## config.mk

```make
export PLATFORM = sky130hd
export DESIGN_NAME = cache_retire_tracker
export DESIGN_NICKNAME = d
export VERILOG_FILES = /design/src/rtl/cache_retire_tracker.sv
export SDC_FILE = /design/constraint.sdc
export NUM_CORES = 1
export LEC_CHECK = 0
export ABC_AREA = 1
export CORE_MARGIN = 4
export CORE_UTILIZATION = 55
export DETAILED_ROUTE_END_ITERATION = 10
export GPL_ROUTABILITY_DRIVEN = 1
export PLACE_DENSITY = 0.79
export SLEW_MARGIN = 40
export SYNTH_ARGS = -nofsm -noshare
export SYNTH_HDL_FRONTEND = slang
export SYNTH_SLANG_ARGS = --single-unit
export TNS_END_PERCENT = 1
```

## constraint.sdc

```tcl
create_clock -name clk -period 2.28 [get_ports clk]
set_input_delay 0.57 -clock clk [delete_from_list [all_inputs] [get_ports clk]]
set_output_delay 0.57 -clock clk [all_outputs]
set_load 0.01 [all_outputs]
```

## src/rtl/cache_retire_tracker.sv

```systemverilog
// Per-entry INVALID -> VALID -> RETIRED -> INVALID lifecycle tracker with a retire
// deadline, a registered single-cycle error report and a saturating error count.
module cache_retire_tracker #(
    parameter int DEPTH   = 4,
    parameter int AW      = $clog2(DEPTH),
    parameter int TIMEOUT = 16,
    parameter int CNTW    = 8
) (
    input  logic              clk,
    input  logic              reset,
    input  logic              fill_en,
    input  logic [AW-1:0]     fill_addr,
    input  logic              retire_en,
    input  logic [AW-1:0]     retire_addr,
    input  logic              inval_en,
    input  logic [AW-1:0]     inval_addr,
    output logic [DEPTH-1:0]  valid_vec,
    output logic [DEPTH-1:0]  retired_vec,
    output logic              err_valid,
    output logic [2:0]        err_code,
    output logic [AW-1:0]     err_addr,
    output logic [CNTW-1:0]   err_count
);

    localparam int TW = $clog2(TIMEOUT + 1);
    localparam logic [TW-1:0] LAST_CNT = TW'(TIMEOUT - 1);

    localparam logic [2:0] ERR_NONE              = 3'd0;
    localparam logic [2:0] ERR_FILL_BUSY         = 3'd1;
    localparam logic [2:0] ERR_RETIRE_NOT_VALID  = 3'd2;
    localparam logic [2:0] ERR_INVAL_NOT_RETIRED = 3'd3;
    localparam logic [2:0] ERR_TIMEOUT           = 3'd4;
    localparam logic [2:0] ERR_BAD_ADDR          = 3'd5;

    typedef enum logic [1:0] {
        ST_INVALID = 2'b00,
        ST_VALID   = 2'b01,
        ST_RETIRED = 2'b10
    } entry_state_e;

    entry_state_e       state_q [DEPTH];
    entry_state_e       state_d [DEPTH];
    logic [TW-1:0]      cnt_q   [DEPTH];
    logic [TW-1:0]      cnt_d   [DEPTH];

    logic [DEPTH-1:0]   fill_err;
    logic [DEPTH-1:0]   retire_err;
    logic [DEPTH-1:0]   inval_err;
    logic [DEPTH-1:0]   timeout_err;
    logic [DEPTH-1:0]   valid_d;
    logic [DEPTH-1:0]   retired_d;

    logic [2:0]         err_code_d;
    logic [AW-1:0]      err_addr_d;

    function automatic logic in_range(input logic [AW-1:0] a);
        return 32'(a) < DEPTH;
    endfunction

    function automatic logic [AW-1:0] lowest(input logic [DEPTH-1:0] v);
        logic [AW-1:0] r;
        r = '0;
        for (int i = DEPTH - 1; i >= 0; i--) begin
            if (v[i]) begin
                r = AW'(i);
            end
        end
        return r;
    endfunction

    // Same-address commands chain fill -> retire -> inval on a working copy of the
    // entry state; the deadline only fires if the entry was and still is VALID.
    always_comb begin
        entry_state_e s;
        logic         was_valid;
        logic         hit_f;
        logic         hit_r;
        logic         hit_i;

        fill_err    = '0;
        retire_err  = '0;
        inval_err   = '0;
        timeout_err = '0;
        valid_d     = '0;
        retired_d   = '0;

        for (int i = 0; i < DEPTH; i++) begin
            hit_f = fill_en   && (fill_addr   == AW'(i));
            hit_r = retire_en && (retire_addr == AW'(i));
            hit_i = inval_en  && (inval_addr  == AW'(i));

            case (state_q[i])
                ST_VALID:   s = ST_VALID;
                ST_RETIRED: s = ST_RETIRED;
                default:    s = ST_INVALID;
            endcase
            was_valid = (s == ST_VALID);

            if (hit_f) begin
                if (s == ST_INVALID) s = ST_VALID;
                else                 fill_err[i] = 1'b1;
            end
            if (hit_r) begin
                if (s == ST_VALID) s = ST_RETIRED;
                else               retire_err[i] = 1'b1;
            end
            if (hit_i) begin
                if (s == ST_RETIRED) s = ST_INVALID;
                else                 inval_err[i] = 1'b1;
            end

            cnt_d[i] = '0;
            if (was_valid && (s == ST_VALID)) begin
                if (cnt_q[i] == LAST_CNT) begin
                    s              = ST_RETIRED;
                    timeout_err[i] = 1'b1;
                end else begin
                    cnt_d[i] = cnt_q[i] + 1'b1;
                end
            end

            state_d[i]   = s;
            valid_d[i]   = (s == ST_VALID);
            retired_d[i] = (s == ST_RETIRED);
        end
    end

    always_comb begin
        logic          bad_hit;
        logic [AW-1:0] bad_addr;

        bad_hit  = 1'b0;
        bad_addr = '1;
        if (fill_en && !in_range(fill_addr)) begin
            bad_hit = 1'b1;
            if (fill_addr < bad_addr) bad_addr = fill_addr;
        end
        if (retire_en && !in_range(retire_addr)) begin
            bad_hit = 1'b1;
            if (retire_addr < bad_addr) bad_addr = retire_addr;
        end
        if (inval_en && !in_range(inval_addr)) begin
            bad_hit = 1'b1;
            if (inval_addr < bad_addr) bad_addr = inval_addr;
        end

        err_code_d = ERR_NONE;
        err_addr_d = '0;
        if (bad_hit) begin
            err_code_d = ERR_BAD_ADDR;
            err_addr_d = bad_addr;
        end else if (|timeout_err) begin
            err_code_d = ERR_TIMEOUT;
            err_addr_d = lowest(timeout_err);
        end else if (|inval_err) begin
            err_code_d = ERR_INVAL_NOT_RETIRED;
            err_addr_d = lowest(inval_err);
        end else if (|retire_err) begin
            err_code_d = ERR_RETIRE_NOT_VALID;
            err_addr_d = lowest(retire_err);
        end else if (|fill_err) begin
            err_code_d = ERR_FILL_BUSY;
            err_addr_d = lowest(fill_err);
        end
    end

    always_ff @(posedge clk or posedge reset) begin
        if (reset) begin
            for (int i = 0; i < DEPTH; i++) begin
                state_q[i] <= ST_INVALID;
                cnt_q[i]   <= '0;
            end
        end else begin
            for (int i = 0; i < DEPTH; i++) begin
                state_q[i] <= state_d[i];
                cnt_q[i]   <= cnt_d[i];
            end
        end
    end

    always_ff @(posedge clk or posedge reset) begin
        if (reset) begin
            valid_vec   <= '0;
            retired_vec <= '0;
            err_valid   <= 1'b0;
            err_code    <= ERR_NONE;
            err_addr    <= '0;
            err_count   <= '0;
        end else begin
            valid_vec   <= valid_d;
            retired_vec <= retired_d;
            err_valid   <= (err_code_d != ERR_NONE);
            err_code    <= err_code_d;
            err_addr    <= err_addr_d;
            if ((err_code_d != ERR_NONE) && (err_count != '1)) begin
                err_count <= err_count + 1'b1;
            end
        end
    end

endmodule

```

== After elaboration in Yosys (flattened, before gate mapping) ==
Index checks and enable logic that the tools add are counted.
Operators by class
  add/subtract/negate cells: 5
  eq/ne operators: 46
  multiplexer cells: 100
  reduce and logical (&&, ||, !) cells: 29
Operator list (count)
  2-bit two-way mux: 54
  2-bit by 1-bit == test with 1-bit output (second input constant): 23
  5-bit two-way mux: 8
  2-bit == test (second input constant): 18
  1-bit two-way mux: 33
  5-bit by 1-bit adder with 5-bit output (second input constant): 4
  5-bit by 4-bit == test with 1-bit output (second input constant): 4
  1-bit logical AND: 17
  2-bit case mux with 2 select lines: 4
  4-bit OR reduction: 4
  2-bit zero test: 7
  8-bit by 1-bit adder with 8-bit output (second input constant): 1
  8-bit inequality test (second input constant): 1
  3-bit two-way mux: 1
  3-bit nonzero test: 1
Word-level totals
  bits in registers: 50
  input port bits: 11
  output and inout port bits: 22
  logic and storage cells: 194

== Depth between registers and ports, before layout ==
  word-level depth: 19
  depth in mapped cells: 14
  gate-level depth less buffers: 14

== Least setup slack after synthesis ==
No wires, ideal clock.
  kind: input port to flip-flop
  start point: input port fill_en
  end point: register err_count[4]
  library setup time: 117 ps
  arrival time: 1751 ps
  data required time: 2163 ps
  slack: 412 ps
  stages on the path: 10
  buffers on the path: 1
  path through: buf_4 > nand3_2 > a211oi_1 > nand3_2 > nand2_1 > nor2_2 > nand4_4 > nand2_4 > nand2_1 > nand2_1
Between the ends
  cells in the longest elaborated chain, start to end: 15
  elaborated cells on any way between the ends: 74
  classes of those cells: eq/ne (12); mux (48); reduce/logical (14)
Ends and longest elaborated chain
  start, declared: line 11  | input logic fill_en,
  1-bit logical AND: line 88  | hit_f = fill_en && (fill_addr == AW'(i));
  2-bit two-way mux: line 99  | if (hit_f) begin
  2-bit by 1-bit == test with 1-bit output: line 104  | if (s == ST_VALID) s = ST_RETIRED;
  2-bit two-way mux: line 104
  2-bit two-way mux: line 103  | if (hit_r) begin
  2-bit == test: line 108  | if (s == ST_RETIRED) s = ST_INVALID;
  2-bit two-way mux: line 108
  2-bit two-way mux: line 107  | if (hit_i) begin
  2-bit by 1-bit == test with 1-bit output: line 113  | if (was_valid && (s == ST_VALID)) begin
  1-bit logical AND: line 113
  1-bit two-way mux: line 113
  4-bit OR reduction: line 152  | end else if (|timeout_err) begin
  3-bit two-way mux *: line 152
  3-bit nonzero test *: line 195  | if ((err_code_d != ERR_NONE) && (err_count != '1)) begin
  1-bit logical AND *: line 195
  end signal, assigned: line 196  | err_count <= err_count + 1'b1;
  end, declared: line 22  | output logic [CNTW-1:0] err_count
Every way passes the cells marked *; elsewhere a longest branch is shown, timed or not.
A chain may end at the register's enable or synchronous reset.

== Worst setup path after layout ==
  start point: input port retire_en
  end point: register err_count[3]
Between the ends
  cells in the longest elaborated chain, start to end: 12
  elaborated cells on any way between the ends: 52
  classes of those cells: eq/ne (8); mux (31); reduce/logical (13)
Ends and longest elaborated chain
  start, declared: line 13  | input logic retire_en,
  1-bit logical AND: line 89  | hit_r = retire_en && (retire_addr == AW'(i));
  2-bit two-way mux: line 103
  2-bit == test: line 108
  2-bit two-way mux: line 108
  2-bit two-way mux: line 107
  2-bit by 1-bit == test with 1-bit output: line 113
  1-bit logical AND: line 113
  1-bit two-way mux: line 113
  4-bit OR reduction: line 152
  3-bit two-way mux *: line 152
  3-bit nonzero test *: line 195
  1-bit logical AND *: line 195
Marks and branches as above.

==> summary.txt <==
Outcome
  – Status: finished, final reports clean

Drt
  – First-pass DRT Iterations: 4
  – DR vias: between 2000 and 2500
  – Per-cell routed wire length: approximately 12 um
  – Final Routed Wirelength: 5.80 mm
  – Via/cell ratio: 4.93
  – Remaining antenna violation count after routing: 0
  – Post-route DRC violation count: 0
  – Iteration-0 DRC Markers: roughly 140

Finish
  – Commonest non-fill, non-tap cells in the layout: nand2_1, dfrtp_1, inv_1
  – Area grow syn2layout: 30.1%
  – Layout Nets: 429
  – Final Cell Area: 3490 um2
  – Layout cells sized above 1: 16.8%
  – Commonest non-fill, non-tap cell in the layout: nand2_1
  – Util after Layout: 73.8%
  – # diodes: 0

Yosys
  – Asr flop ratio synth: 100%
  – #FFs+latches synth: 50
  – Synth area leaders: dfrtp_1, nand2_1, ha_1, inv_1, nand3_1
  – Register area share after synthesis: 46.7%
  – Synth cell types: 25
  – Top FF cell, synth: dfrtp_1
  – Cells after Synth: between 300 and 400
  – Yosys warns: 0
  – Syn Area/Cell: 8.13 um2
  – Share of the synthesized area in the top cell type: a little under half
  – Cell Area, Synth: around 2700 um2
  – Syn nets: 356
  – EDFF count, synth: 0
  – Yosys top cell by area: dfrtp_1

Timing
  – Worst slew margin: 71.9%
  – Final clock skew: between 0.008 and 0.009 ns
  – Fin crit share: 96.1%
  – Final Hold Viols: 0
  – Final setup viols: 0
  – Worst-Margin Slew: 0.421 ns
  – Worst Setup Slack, final: approximately 0.088 ns
  – RSZ-0062 raised after global routing: yes
  – Max Clk Rate: 456 MHz
  – Setup total negative slack: 0 ns
  – Min Tclk post-route: 2.19 ns
  – Final Max Tran Viols: 0

Critical path
  – CP Capture Type: flip-flop
  – Critical Path Fanout Max: 8
  – CP arrival: around 2.4 ns
  – CP Class: in -> reg
  – Worst Reg-to-Reg Cells: 12
  – Critical path data required time: 2.52 ns
  – CP Launch Type: primary input
  – FF-to-FF Start: state_q[2]
  – R2r setup slk: 0.35 ns
  – R2r endpoint: err_count[3]

Clock network
  – Clk buf depth: 2
  – Root Driver: clkbuf_8
  – CTS tree: built
  – Clock transition at path regs: 0.08 ns
  – H-tree depth: 2
  – Clk Latency, worst-skew pair: 0.30 ns
  – CTS Buf Count: 5
  – Clock sink total: 50

Floorplanning
  – Initial Utilization: 56.8%
  – I/O pin count: 33
  – Die Height: 77.8 um
  – Core region area: about 4700 um2
  – Die X: 77.8 um
  – Die area: between 6000 and 7000 um2
  – # rows: 25

Placement
  – Place WS: -0.261 ns
  – DP HPWL: about 4.5 mm
  – Gpl congestion: between 0.8 and 0.9
  – I/O Buffers: 32
  – DP Area: approximately 3300 um2

Power
  – Clk pwr share: 18.6%
  – Comb power frac: 39.1%
  – Cell leakage power: between 1.5 and 2 nW
  – Sw frac: 34.8%
  – Net switching power: 971 uW
  – Seq pwr share: 42.3%
  – PwrDens: 801 nW/um2
  – Peak VDD IR: between 0.7 and 0.8 mV
  – Power Total: 2.79 mW
  – P_int: 1.82 mW

GRT
  – Grt ovf: 0
  – Global-route usage over all layers: 20.6%
  – Number of global-route vias before repair: between 2000 and 2500
  – Initial antenna violation count: 0
  – Largest net degree at the start of global routing: 33
  – Global-route wire length before repair: ~10 mm

Hold path
  – Hold Startpoint: cnt_q[15]
  – Worst Hold End: cnt_q[15]
  – Hold Path Class: reg -> reg
  – Worst hold path cell count: 1

Flow run
  – Max Cap Viol: 0
[worst max-delay path, cell delays in order]
cell,delay (ns)
clkdlybuf4s50_1,0.52
nand3_1,0.14
inv_1,0.16
nand2_1,0.08
nand2_1,0.07
nand3_1,0.08
nand2_2,0.10
nand2_2,0.08
nor2_4,0.17
nand4_4,0.16
nand2_4,0.14
nand2_1,0.09
nand2_1,0.07
[power groups by stage]
stage	sequential [mW]	clock [mW]	combinational [mW]
2_1_floorplan	1.22	0	0.548
3_3_place_gp	1.19	0	1.02
3_5_place_dp	1.19	0	1.05
4_1_cts	1.18	0.538	1.06
5_1_grt	1.21	0.584	1.21
6_report	1.18	0.520	1.09
[synth_stat cells (2+ instances only)]
master	count
a21oi_1	9
nor2_1	30
inv_1	50
nor2_2	2
o21ai_0	8
or2_2	3
nor2_4	2
nand3_1	34
dfrtp_1	50
nor3_1	7
nand3_2	5
nand2_2	5
a211oi_1	2
nand2_1	87
nand4_1	4
xnor2_1	3
xor2_1	7
ha_1	15
[state kept, by name, indices dropped and copies added (netlist names)]
name / flops
cnt_q: 20
err_addr: 2
err_code: 3
err_count: 8
err_valid: 1
retired_vec: 4
state_q: 8
valid_vec: 4
[worst max-delay path by stage]
stage                             from  slack [ns]      endpoint
after floorplan                fill_en        0.41  err_count[4]
after global placement    fill_addr[1]       -0.20  err_count[2]
after detailed placement     retire_en       -0.26  err_count[3]
after CTS                    retire_en        0.06  err_count[3]
after global routing           fill_en       -0.02  err_count[3]
final                        retire_en        0.09  err_count[3]
[cells by family after synthesis]
logic type	after synthesis	synth area share, %
XOR/XNOR	10	3.27
adder cells (fa/ha/maj)	15	7.00
buffers and inverters	52	7.42
AO/OA/AOI/OAI	22	4.43
flip-flops	50	46.7
AND/OR/NAND/NOR	181	31.2
[routing by layer]
metal | share of wire, % | vias to the layer above | routed length, um | track usage [%]
met2 | 48 | 65 | 2810 | 34.2
met1 | 45 | 1059 | 2630 | 26.2
li1 | - | 1187 | - | -
met3 | 4.5 | 10 | 260 | 4.87
met5 | 0 | - | 0 | 0
met4 | 1.7 | 0 | 99 | 7.30
[through the flow]
stage	instances	hold WS (ns)
2_1_floorplan	330	0.428
3_3_place_gp	462	0.442
3_5_place_dp	462	0.451
4_1_cts	470	0.466
5_1_grt	471	0.488
6_report	471	0.463
[final cells by class]
type | instances | area (um2)
inverters | 51 | 191
well taps | 67 | 83.8
flip-flops and latches | 50 | 1250
multi-input cells | 229 | 1270
repair buffers | 66 | 596
clock inverters | 1 | 5.00
clock buffers | 7 | 86.3
fillers | 357 | 1240
[repair_timing]
| item | CTS | global route |
|---|---|---|
| hold buffers | 0 | 0 |
| resized for setup | 0 | 10 |
| buffers inserted | 0 | 0 |
| endpoints found under the setup margin | 0 | 9 |
Power figures use the tool's default switching activity.
